`config.mk`:
```
export PLATFORM = sky130hd
export DESIGN_NAME = c3aibadapt_avmm_ssr_tx
export DESIGN_NICKNAME = d
export VERILOG_FILES = /design/src/rtl/c3aibadapt_avmm_ssr_pkg.sv /design/src/rtl/c3aibadapt_avmm_ssr_shreg.sv /design/src/rtl/c3aibadapt_avmm_ssr_tx.sv
export SDC_FILE = /design/constraint.sdc
export NUM_CORES = 1
export LEC_CHECK = 0
export BUFFER_PORTS_ARGS = -buffer_cell sky130_fd_sc_hd__buf_2
export CORE_ASPECT_RATIO = 1.75
export CORE_MARGIN = 2
export CORE_UTILIZATION = 49
export DETAILED_ROUTE_END_ITERATION = 12
export PLACE_DENSITY = 0.74
export SYNTH_ARGS = -nofsm -noshare
export SYNTH_HDL_FRONTEND = slang
export SYNTH_HIERARCHICAL = 1
export SYNTH_SLANG_ARGS = --single-unit
```
`constraint.sdc`:
```
create_clock -name avmm_clock_ssr_clk -period 1.4 [get_ports avmm_clock_ssr_clk]
set_input_delay 0.14 -clock avmm_clock_ssr_clk [delete_from_list [all_inputs] [get_ports avmm_clock_ssr_clk]]
set_output_delay 0.14 -clock avmm_clock_ssr_clk [all_outputs]
set_load 0.01 [all_outputs]
```
`src/rtl/c3aibadapt_avmm_ssr_pkg.sv`:
```
// ============================================================================
// Module   : c3aibadapt_avmm_ssr_pkg
// Brief    : Shared SSR frame constants and state encoding (TX and far-end RX)
// Revision : 1.0 - initial release
// ============================================================================
`default_nettype none

package c3aibadapt_avmm_ssr_pkg;

   typedef enum logic [2:0] {
      IDLE  = 3'd0,
      LOAD  = 3'd1,
      CAPT  = 3'd2,
      SHIFT = 3'd3,
      GAP   = 3'd4
   } ssr_state_e;

   localparam int SSR_FRAME_CNT_W = 8;
   localparam int SSR_GAP_CNT_W   = 4;

   // Cycles from one ssr_load strobe to the next while running continuously.
   function automatic int ssr_frame_period(input int dwidth, input int gap_cycles);
      return 2 + dwidth + gap_cycles;
   endfunction

endpackage

`default_nettype wire

```
`src/rtl/c3aibadapt_avmm_ssr_shreg.sv`:
```
// ============================================================================
// Module   : c3aibadapt_avmm_ssr_shreg
// Brief    : Parallel-load, right-shift register with registered serial output
// Revision : 1.0 - initial release
// ============================================================================
`default_nettype none

module c3aibadapt_avmm_ssr_shreg #(
   parameter int DWIDTH = 8
) (
   input  logic              clk,
   input  logic              rst,
   input  logic              load_i,
   input  logic              shift_i,
   input  logic              drive_i,
   input  logic [DWIDTH-1:0] din_i,
   output logic              sout_o
);

   logic [DWIDTH-1:0] shreg_q;
   logic [DWIDTH-1:0] shreg_d;
   logic              sout_q;

   always_comb begin
      shreg_d = shreg_q;
      if (load_i) begin
         shreg_d = din_i;
      end else if (shift_i) begin
         shreg_d = shreg_q >> 1;
      end
   end

   // sout is loaded with the LSB the register is about to hold, so the pin
   // shows bit n in the same cycle the register holds it, straight from a flop.
   always_ff @(posedge clk or posedge rst) begin
      if (rst) begin
         shreg_q <= '0;
         sout_q  <= 1'b0;
      end else begin
         shreg_q <= shreg_d;
         sout_q  <= drive_i & shreg_d[0];
      end
   end

   assign sout_o = sout_q;

endmodule

`default_nettype wire

```
`src/rtl/c3aibadapt_avmm_ssr_tx.sv`:
```
// ============================================================================
// Module   : c3aibadapt_avmm_ssr_tx
// Brief    : SSR transmitter - periodic unload, capture and LSB-first framing
// Revision : 1.0 - initial release
// ============================================================================
`default_nettype none

module c3aibadapt_avmm_ssr_tx
   import c3aibadapt_avmm_ssr_pkg::*;
#(
   parameter int DWIDTH     = 8,
   parameter int GAP_CYCLES = 2
) (
   input  logic                       avmm_clock_ssr_clk,
   input  logic                       avmm_reset_ssr_clk_rst,
   input  logic                       sr_enable,
   input  logic [DWIDTH-1:0]          ssr_par_data_in,
   output logic                       ssr_load,
   output logic                       ssr_sdata_out,
   output logic                       ssr_sof_out,
   output logic                       ssr_frame_done,
   output logic                       ssr_busy,
   output logic [SSR_FRAME_CNT_W-1:0] ssr_frame_cnt
);

   localparam int                       BCNT_W   = $clog2(DWIDTH + 1);
   localparam logic [BCNT_W-1:0]        BIT_LAST = BCNT_W'(DWIDTH - 1);
   localparam logic [SSR_GAP_CNT_W-1:0] GAP_LAST =
      SSR_GAP_CNT_W'((GAP_CYCLES > 0) ? GAP_CYCLES - 1 : 0);

   ssr_state_e                 state_q, state_d;
   logic [BCNT_W-1:0]          bitcnt_q, bitcnt_d;
   logic [SSR_GAP_CNT_W-1:0]   gapcnt_q, gapcnt_d;
   logic [SSR_FRAME_CNT_W-1:0] fcnt_q, fcnt_d;
   logic                       load_q, load_d;
   logic                       sof_q, sof_d;
   logic                       done_q, done_d;
   logic                       busy_q, busy_d;
   logic                       w_last_bit;
   logic                       w_last_gap;

   assign w_last_bit = (state_q == SHIFT) && (bitcnt_q == BIT_LAST);
   assign w_last_gap = (state_q == GAP) && (gapcnt_q == GAP_LAST);

   always_ff @(posedge avmm_clock_ssr_clk or posedge avmm_reset_ssr_clk_rst) begin
      if (avmm_reset_ssr_clk_rst) begin
         state_q <= IDLE;
      end else begin
         state_q <= state_d;
      end
   end

   // sr_enable is only consulted at frame boundaries, so a drop mid-frame
   // always lets the current frame and its gap finish.
   always_comb begin
      state_d = state_q;
      unique case (state_q)
         IDLE:    if (sr_enable) state_d = LOAD;
         LOAD:    state_d = CAPT;
         CAPT:    state_d = SHIFT;
         SHIFT:   if (w_last_bit) begin
                     if (GAP_CYCLES > 0) state_d = GAP;
                     else                state_d = sr_enable ? LOAD : IDLE;
                  end
         GAP:     if (w_last_gap) state_d = sr_enable ? LOAD : IDLE;
         default: state_d = IDLE;
      endcase
   end

   // Outputs are decoded from the next state so every pin comes from a flop.
   always_comb begin
      bitcnt_d = ((state_q == SHIFT) && !w_last_bit) ? bitcnt_q + 1'b1 : '0;
      gapcnt_d = ((state_q == GAP) && !w_last_gap) ? gapcnt_q + 1'b1 : '0;
      fcnt_d   = w_last_bit ? fcnt_q + 1'b1 : fcnt_q;
      load_d   = (state_d == LOAD);
      busy_d   = (state_d != IDLE);
      sof_d    = (state_d == SHIFT) && (bitcnt_d == '0);
      done_d   = (state_d == SHIFT) && (bitcnt_d == BIT_LAST);
   end

   always_ff @(posedge avmm_clock_ssr_clk or posedge avmm_reset_ssr_clk_rst) begin
      if (avmm_reset_ssr_clk_rst) begin
         bitcnt_q <= '0;
         gapcnt_q <= '0;
         fcnt_q   <= '0;
         load_q   <= 1'b0;
         sof_q    <= 1'b0;
         done_q   <= 1'b0;
         busy_q   <= 1'b0;
      end else begin
         bitcnt_q <= bitcnt_d;
         gapcnt_q <= gapcnt_d;
         fcnt_q   <= fcnt_d;
         load_q   <= load_d;
         sof_q    <= sof_d;
         done_q   <= done_d;
         busy_q   <= busy_d;
      end
   end

   c3aibadapt_avmm_ssr_shreg #(
      .DWIDTH (DWIDTH)
   ) u_shreg (
      .clk     (avmm_clock_ssr_clk),
      .rst     (avmm_reset_ssr_clk_rst),
      .load_i  (state_q == CAPT),
      .shift_i (state_q == SHIFT),
      .drive_i (state_d == SHIFT),
      .din_i   (ssr_par_data_in),
      .sout_o  (ssr_sdata_out)
   );

   assign ssr_load       = load_q;
   assign ssr_sof_out    = sof_q;
   assign ssr_frame_done = done_q;
   assign ssr_busy       = busy_q;
   assign ssr_frame_cnt  = fcnt_q;

endmodule

`default_nettype wire

```
==> results list, run 1 <==
- Number of max-capacitance violations reported: 0
* Metal2 WL: 1560 um
- Height of the chip: roughly 76 um
- Violations in the final reports: negative setup slack
- The routed design could run at a clock period as short as roughly 1.4 ns.
- Number of placement rows: 26
* Async set or reset register ratio after synthesis: 1.00
* Fmax: between 0.7 and 0.8 GHz
- The tightest min-delay check is of the in -> reg type.
* Total wirelength of the detailed-routed design: 2720 um
* Post-CTS setup-driven buffer insertion count: 0
* Routed met3 length: about 120 um
* Data arrival time at the worst-slack endpoint: 1.61 ns
- Final-layout worst hold slack: 0.0762 ns
- DR vias/cell: around 5.3
- The design draws roughly 3.5 mW.
- Setup WS pre-CTS: -0.0178 ns
- Number of synthesized flops with an enable pin: 0
* Post-synthesis area per instance: 11.3 um^2
* Clock latency on the worst-skew pair: 0.28 ns
* Die area: 3460 um^2
- CTS built an H-tree with a depth of 2.
- Critical path capture point type: flip-flop
- Number of detailed-route iterations in the first pass: 5
* Reg clk slew, reported paths: 0.06 ns
- Between clock sinks in the finished design, the worst skew comes to roughly 0.0052 ns.
- Ant. Diodes: 0
- Yosys printed 6 warnings.
- Final-report hold violation count: 0
- Via count of the routed design: 1094
- Detailed placement finished with a half-perimeter wire length of between 2000 and 2500 um.
- Ratio of total power to cell area: ~1900 nW/um^2
- Post-route setup TNS: -0.0214 ns
- Final Net Count: 191
- Area inside the core boundary: 2900 um^2
- In this run the static leakage power is 0.947 nW.
- Slew at the pin closest to its max-slew limit: 0.348 ns
- Of the cells placed in the final design, the portion with a size suffix greater than 1 is 0.345.
- Flip-flop cell with the highest count after synthesis: dfrtp_1
* Fill cell count: 235
- The first global-routing pass estimated 4490 um of wire.
- Maximum number of pins on one net before global-route repair: 24
- The number of global-route vias before repair came to around 1100.
- Dividing the final minimum period by the clock period gives 1.02.
- After detailed routing, the average wire length per cell comes to between 10 and 15 um.
- The share of the Yosys chip area taken by registers is 0.546.
- The netlist uses 31 different library cells.
* Final worst-path setup slack: -0.0214 ns
* Number of pins with negative max-slew slack in the final report: 0
- IR analysis of the VDD net gives a maximum drop of 0.951 mV.
* GRT Total Usage: 0.180
- Startpoint kind of the worst setup timing path: flip-flop
- Count of input and output buffers: 23
* Final-report setup violation count: 1
- Post-route ant nets: 0
- Total clock buffers created by CTS: 5
- Global routing finished with a remaining overflow of 0.
* Clk buf depth: 2
- Root buffer selected by CTS: clkbuf_8
- The worst pin sits at a relative slew slack of 0.768.
- The number of nets in the synthesized netlist is 145.
* Count of routing violations after the opening detailed-route iteration: 19
- In this run the worst path has a maximum fanout of 4.
- The number of antenna violations at the first check in global routing came to 0.
- The clock drives 32 sinks.
- For this block, wires on met1 add up to 964 um.
- After detailed routing, the number of remaining DRC violations is 0.
* Post-route core utilization: 0.647
- After detailed routing, no signal wire sits above met4.
- Chip Width: 45.4 um
- Compared with the post-synthesis result, the final layout area differs by 27.8%.
- The initial utilization of the core area, before any placement, comes to 0.506.
- During I/O placement, the number of pins put on the boundary was 24.
- Setup repair after global routing could not meet its margin everywhere.
- Critical Setup Path Class: reg -> reg
- The synthesized design contains 32 register bits.
- Number of cells produced by synthesis: 130
* Syn Std Cell Area: 1470 um^2
- The flow ran to the end, but the final reports show violations.
- Clock tree from TritonCTS: done
* Crit path required time: 1.59 ns
* Gp weighted congestion: 0.770
==> power breakdown <==
group / internal, mW / switching, mW / total (mW)
Clock: 0.400 / 0.295 / 0.695
Sequential: 1.18 / 0.166 / 1.35
Combinational: 0.788 / 0.709 / 1.50
Total: 2.37 / 1.17 / 3.54
==> registers in the layout, summed over array words and instances (netlist names) <==
register         cells
bitcnt_q             4
gapcnt_q             4
ssr_busy             1
ssr_frame_cnt        8
ssr_frame_done       1
ssr_load             1
ssr_sof_out          1
state_q              3
u_shreg/shreg_q      8
u_shreg/sout_o       1
==> cells by family (layout without fill, tap and decap cells) <==
logic type / Yosys count / count (layout) / synth area share
simple gates: 49 / 49 / 0.189
flops: 32 / 32 / 0.546
compound gates: 15 / 15 / 0.0623
xor+xnor: 10 / 10 / 0.0597
mux: 10 / 10 / 0.0717
buf+inv: 10 / 57 / 0.0375
fa+ha+maj: 4 / 4 / 0.0341
==> cells in the final DEF, fill, tap and decap left out, types with 2 or more instances in the layout <==
cell type and count:
xnor2_1 9, buf_4 17, nand3_1 5, ha_1 3, clkbuf_8 6, nand4_1 4
dfrtp_1 32, mux2i_1 8, inv_1 5, clkbuf_1 2, buf_2 23, and4_1 2
a211oi_1 2, a21oi_1 3, nor2_1 10, nand2_1 9, nor3_1 2, nand2b_1 4
o21ai_1 7
==> stage by stage <==
step                instances  instance area, um^2
finish                    205                 1870
global placement          196                 1760
floorplan                 130                 1490
global route              205                 1870
detailed placement        196                 1760
CTS                       205                 1860
==> final timing paths <==
path | startpoint | to | slack, ns | cells past startpoint
max | gapcnt_q[1] | state_q[0] | -0.02 | 5
max reg2reg | gapcnt_q[1] | state_q[0] | -0.02 | 5
max in group asynchronous | avmm_reset_ssr_clk_rst | ssr_busy | 0.71 | 4
min in group asynchronous | avmm_reset_ssr_clk_rst | u_shreg/shreg_q[6] | 0.37 | 3
min | ssr_par_data_in[1] | u_shreg/shreg_q[1] | 0.08 | 3
min reg2reg | ssr_frame_cnt[7] | ssr_frame_cnt[7] | 0.47 | 1
==> layout make-up <==
cell class | count | area (um^2) | share of cell area
flip-flops and latches | 32 | 801 | 0.427
multi-input cells | 88 | 642 | 0.342
repair buffers | 43 | 284 | 0.152
clock buffers | 8 | 90.1 | 0.0481
well taps | 28 | 35.0 | 0.0187
inverters | 6 | 22.5 | 0.0120
==> cells in the mapped netlist, types with 2 or more instances <==
| master | instances | share of area |
|---|---|---|
| a211oi_1 | 2 | 0.010 |
| dfrtp_1 | 32 | 0.55 |
| ha_1 | 4 | 0.034 |
| and4_1 | 2 | 0.012 |
| o21ai_1 | 7 | 0.024 |
| nand2_1 | 10 | 0.026 |
| and4b_1 | 2 | 0.014 |
| inv_1 | 6 | 0.015 |
| buf_2 | 2 | 0.0068 |
| nor2_1 | 11 | 0.028 |
| buf_6 | 2 | 0.015 |
| nand4_1 | 4 | 0.017 |
| a21oi_1 | 3 | 0.010 |
| nor2b_1 | 2 | 0.0085 |
| nand2b_1 | 4 | 0.017 |
| mux2i_1 | 9 | 0.061 |
| xnor2_1 | 9 | 0.054 |
| nor3_1 | 2 | 0.0068 |
| nand3_1 | 5 | 0.017 |
==> worst max-delay path, stage by stage (launching register included) <==
cell and delay (ns):
dfrtp_1 0.38, inv_1 0.06, ha_1 0.12, or3b_4 0.39, or3_1 0.33, o221ai_2 0.07
==> timing repair <==
| item | in CTS | in global routing |
|---|---|---|
| hold buffers | 1 | 0 |
| endpoints found under the hold margin | 32 | 0 |
| resized for setup | 1 | 4 |
| setup endpoints to repair | 1 | 17 |
| gates cloned | 0 | 0 |
==> routing by layer <==
metal / GRT usage / up-vias
met4: 0.0971 / 0
met5: 0 / -
met1: 0.166 / 526
met3: 0.0545 / 6
li1: - / 535
met2: 0.323 / 27
No activity file was read; power rests on OpenSTA's default activity.
==> inputs of run 2 (changes only) <==
- BUFFER_PORTS_ARGS: -buffer_cell sky130_fd_sc_hd__buf_2 -> -buffer_cell sky130_fd_sc_hd__buf_4
- GPL_ROUTABILITY_DRIVEN: default -> 0
==> run 2 against run 1 <==
Against the previous run:
- the flow still finishes with violations (negative setup slack)
- clock power increased by 3.3%
- critical endpoint unchanged
- largest cell class unchanged
- worst hold slack worse by 0.0051 ns
- largest power group unchanged
- sequential power is essentially flat
- sequential share of layout area is 1.2 points lower
- via count rose by 1.4%
- utilization grew 1.9 points
- count of clock-buffer cells in the layout decreased by 2
- fmax increased by 0.21%
- combinational power is essentially flat
- sequential cell count stayed put
==> results list, run 2 (synthesized netlist as in run 1, its figures left out) <==
- Outcome: finished with violations
- The final reports fail on negative setup slack.
- Starting density of the core: 0.506 (unchanged)
- Broken down by cell family, the worst path's largest delay share belongs to simple AND/OR/NAND/NOR gates.
* Ant. Diodes: 0 (unchanged)
* Most frequent cells in the layout: 41 x buf_4, 32 x dfrtp_1, 10 x nor2_1
- The number of endpoints with negative hold slack in the final report is 0 (unchanged).
* Number of global-route vias before repair: 1103 (-1.1%)
* Post-layout minimum cycle time: 1.42 ns (-0.00297 ns)
- Fmax: 0.705 GHz (+0.21%)
- The final clock period utilization by the worst path came to 1.01 (-0.00212).
- Total clock buffers created by CTS: 5 (unchanged)
- Number of max-capacitance violations reported: 0 (unchanged)
- The count of buffers inserted at the top-level ports is 23 (unchanged).
* Dpl cell area: 1790 um^2 (+1.7%)
- Final std cell area, no fill: 1930 um^2 (+2.9%)
- The die boundary height was 76.4 um (unchanged).
* Post-route ant nets: 0 (unchanged)
- Clock tree from TritonCTS: done
* Routed met3 length: 125 um (+0.81%)
- Maximum fanout count along the critical path: 4 (unchanged)
* Leakage: 0.966 nW (+2.0%)
- The detailed-placement wirelength estimate was 2080 um (-3.2%).
- The worst-case setup margin in the final layout is -0.0184 ns (+0.00297 ns).
* Clock net sink count: 32 (unchanged)
* Final-report setup violation count: 1 (unchanged)
* H-tree levels: 2 (unchanged)
- The number of pins exceeding their max-slew limit in the final report came to 0 (unchanged).
- On the critical path, the stage with the largest delay is an instance of or3b_4.
* Top Ports: 24 (unchanged)
- Final-layout worst hold slack: 0.0711 ns (-0.00510 ns)
* Relative slew slack: 0.777 (+0.00911)
- The footprint of the multi-input gates is 638 um^2 (-0.58%).
* Wire length of the first global-routing pass: 4620 um (+2.9%)
- Critical Setup Path Class: reg -> reg
- The amount of wire on met2 after detailed routing came to 1520 um (-2.5%).
- The overall power after layout is 3.57 mW (+0.76%).
* Worst ir drop on vdd: 1.12 mV (+18%)
* Fill cell count: 239 (+1.7%)
* Worst hold path class: in -> reg
* RSZ-0062 raised after global routing: yes
- The global-route usage over all layers came to 0.182 (+0.00203).
* Maximum number of pins on one net before global-route repair: 24 (unchanged)
- Chip Width: 45.4 um (unchanged)
- Data arrival time at the worst-slack endpoint: 1.62 ns (about the same)
- Final Net Count: 192 (+0.52%)
- Post-route core utilization: 0.666 (+0.0190)
- The routed metal-1 wire length is 1050 um (+8.5%).
- The number of antenna violations at the first check in global routing was 0 (unchanged).
* Register area: 801 um^2 (unchanged)
- Total wirelength of the detailed-routed design: 2750 um (+1.3%)
- Die area: 3460 um^2 (unchanged)
- Area inside the core boundary: 2900 um^2 (unchanged)
- Cells along the critical path: inv_1 > ha_1 > or3b_4 > or3_1 > o221ai_2
- Worst Path Buf+Inv: 1 (unchanged)
- The number of vias per cell is 5.38 (+0.88%).
- Number of placement rows: 26 (unchanged)
- STA classifies the critical path startpoint as a flip-flop.
* Uppermost metal layer occupied by signal nets: met4
- STA classifies the critical path endpoint as a flip-flop.
- Root buffer selected by CTS: clkbuf_8
- Reg clk slew, reported paths: 0.06 ns (about the same)
- The total global routing overflow came to 0 (unchanged).
- The post-route clock skew was 0.00527 ns (+0.0000578 ns).
- The transition time at the pin with the least slew margin came to 0.334 ns (-0.0136 ns).
- Ratio of total power to cell area: 1850 nW/um^2 (-2.1%)
* Clk buf depth: 2 (unchanged)
- The stage delay of the slowest cell on the critical path came to 0.39 ns (about the same).
- The average routed wire per standard cell came to 13.3 um (+0.76%).
- Share of post-route cells with drive strength above 1: 0.348 (+0.00368)
- Clock latency on the worst-skew pair: 0.29 ns (about the same)
* Most common cell after layout, fill and taps aside: buf_4
- Via count of the routed design: 1109 (+1.4%)
- The flop-to-flop setup slack came to -0.02 ns (about the same).
- Crit path required time: 1.60 ns (about the same)
* Signed area change from the synthesized netlist to the final layout: 31.6%
- Number of detailed-route iterations in the first pass: 4 (-1)
- Count of routing violations after the opening detailed-route iteration: 10 (-9)
- The DRC violations left is 0 (unchanged).
[run 2: changes by cell type in the layout (fill, tap and decap cells not counted), sizes merged]
cell    delta
clkbuf     -2
buf        +1
clkinv     +2
[run 2: power by group]
part / leakage, nW / internal [mW] / switching (mW)
Clock: 0.0510 / 0.391 / 0.327
Sequential: 0.413 / 1.18 / 0.175
Combinational: 0.502 / 0.789 / 0.703
[run 2: per-layer routing]
metal / vias to the layer above / GRT usage
met2: 26 / 0.319
met1: 541 / 0.186
met5: - / 0
li1: 536 / -
met4: 0 / 0.0853
met3: 6 / 0.0521
[run 2: area by class of cell]
type | count | area share
sequential | 32 | 0.415
multi-input combinational | 88 | 0.331
timing repair buffer | 44 | 0.176
clock buffer | 6 | 0.0428
tap | 28 | 0.0182
inverter | 6 | 0.0117
clock inverter | 2 | 0.00519
[run 2: per-stage QoR]
stage / instances / setup slack, ns / TNS, ns
after global routing: 206 / -0.0732 / -0.105
after CTS: 204 / -0.0275 / -0.0275
after floorplan: 130 / -0.000911 / -0.000911
after global placement: 194 / 0.0120 / 0
after detailed placement: 194 / -0.0171 / -0.0216
final: 206 / -0.0184 / -0.0184
[run 2: worst reg2reg max path: cells and delay by family, from the launching register on]
kind	cells	cell delay (ns)
flops	1	0.38
simple gates	2	0.72
compound gates	1	0.07
buf+inv	1	0.06
fa+ha+maj	1	0.13
[run 2: path summary, 6_finish.rpt]
kind	startpoint	to	cells past startpoint
setup / recovery	gapcnt_q[1]	state_q[0]	5
hold / removal	ssr_par_data_in[1]	u_shreg/shreg_q[1]	3
setup reg to reg	gapcnt_q[1]	state_q[0]	5
hold reg to reg	ssr_frame_cnt[7]	ssr_frame_cnt[7]	1
max in group asynchronous	avmm_reset_ssr_clk_rst	ssr_frame_cnt[0]	4
min in group asynchronous	avmm_reset_ssr_clk_rst	u_shreg/sout_o	3
[run 2: what timing repair did]
action / CTS / global route
pin swaps: 0 / 3
endpoints found under the setup margin: 3 / 13
resized for setup: 1 / 3
setup buffers: 1 / 2
hold endpoints to repair: 32 / 0
hold buffers: 1 / 0
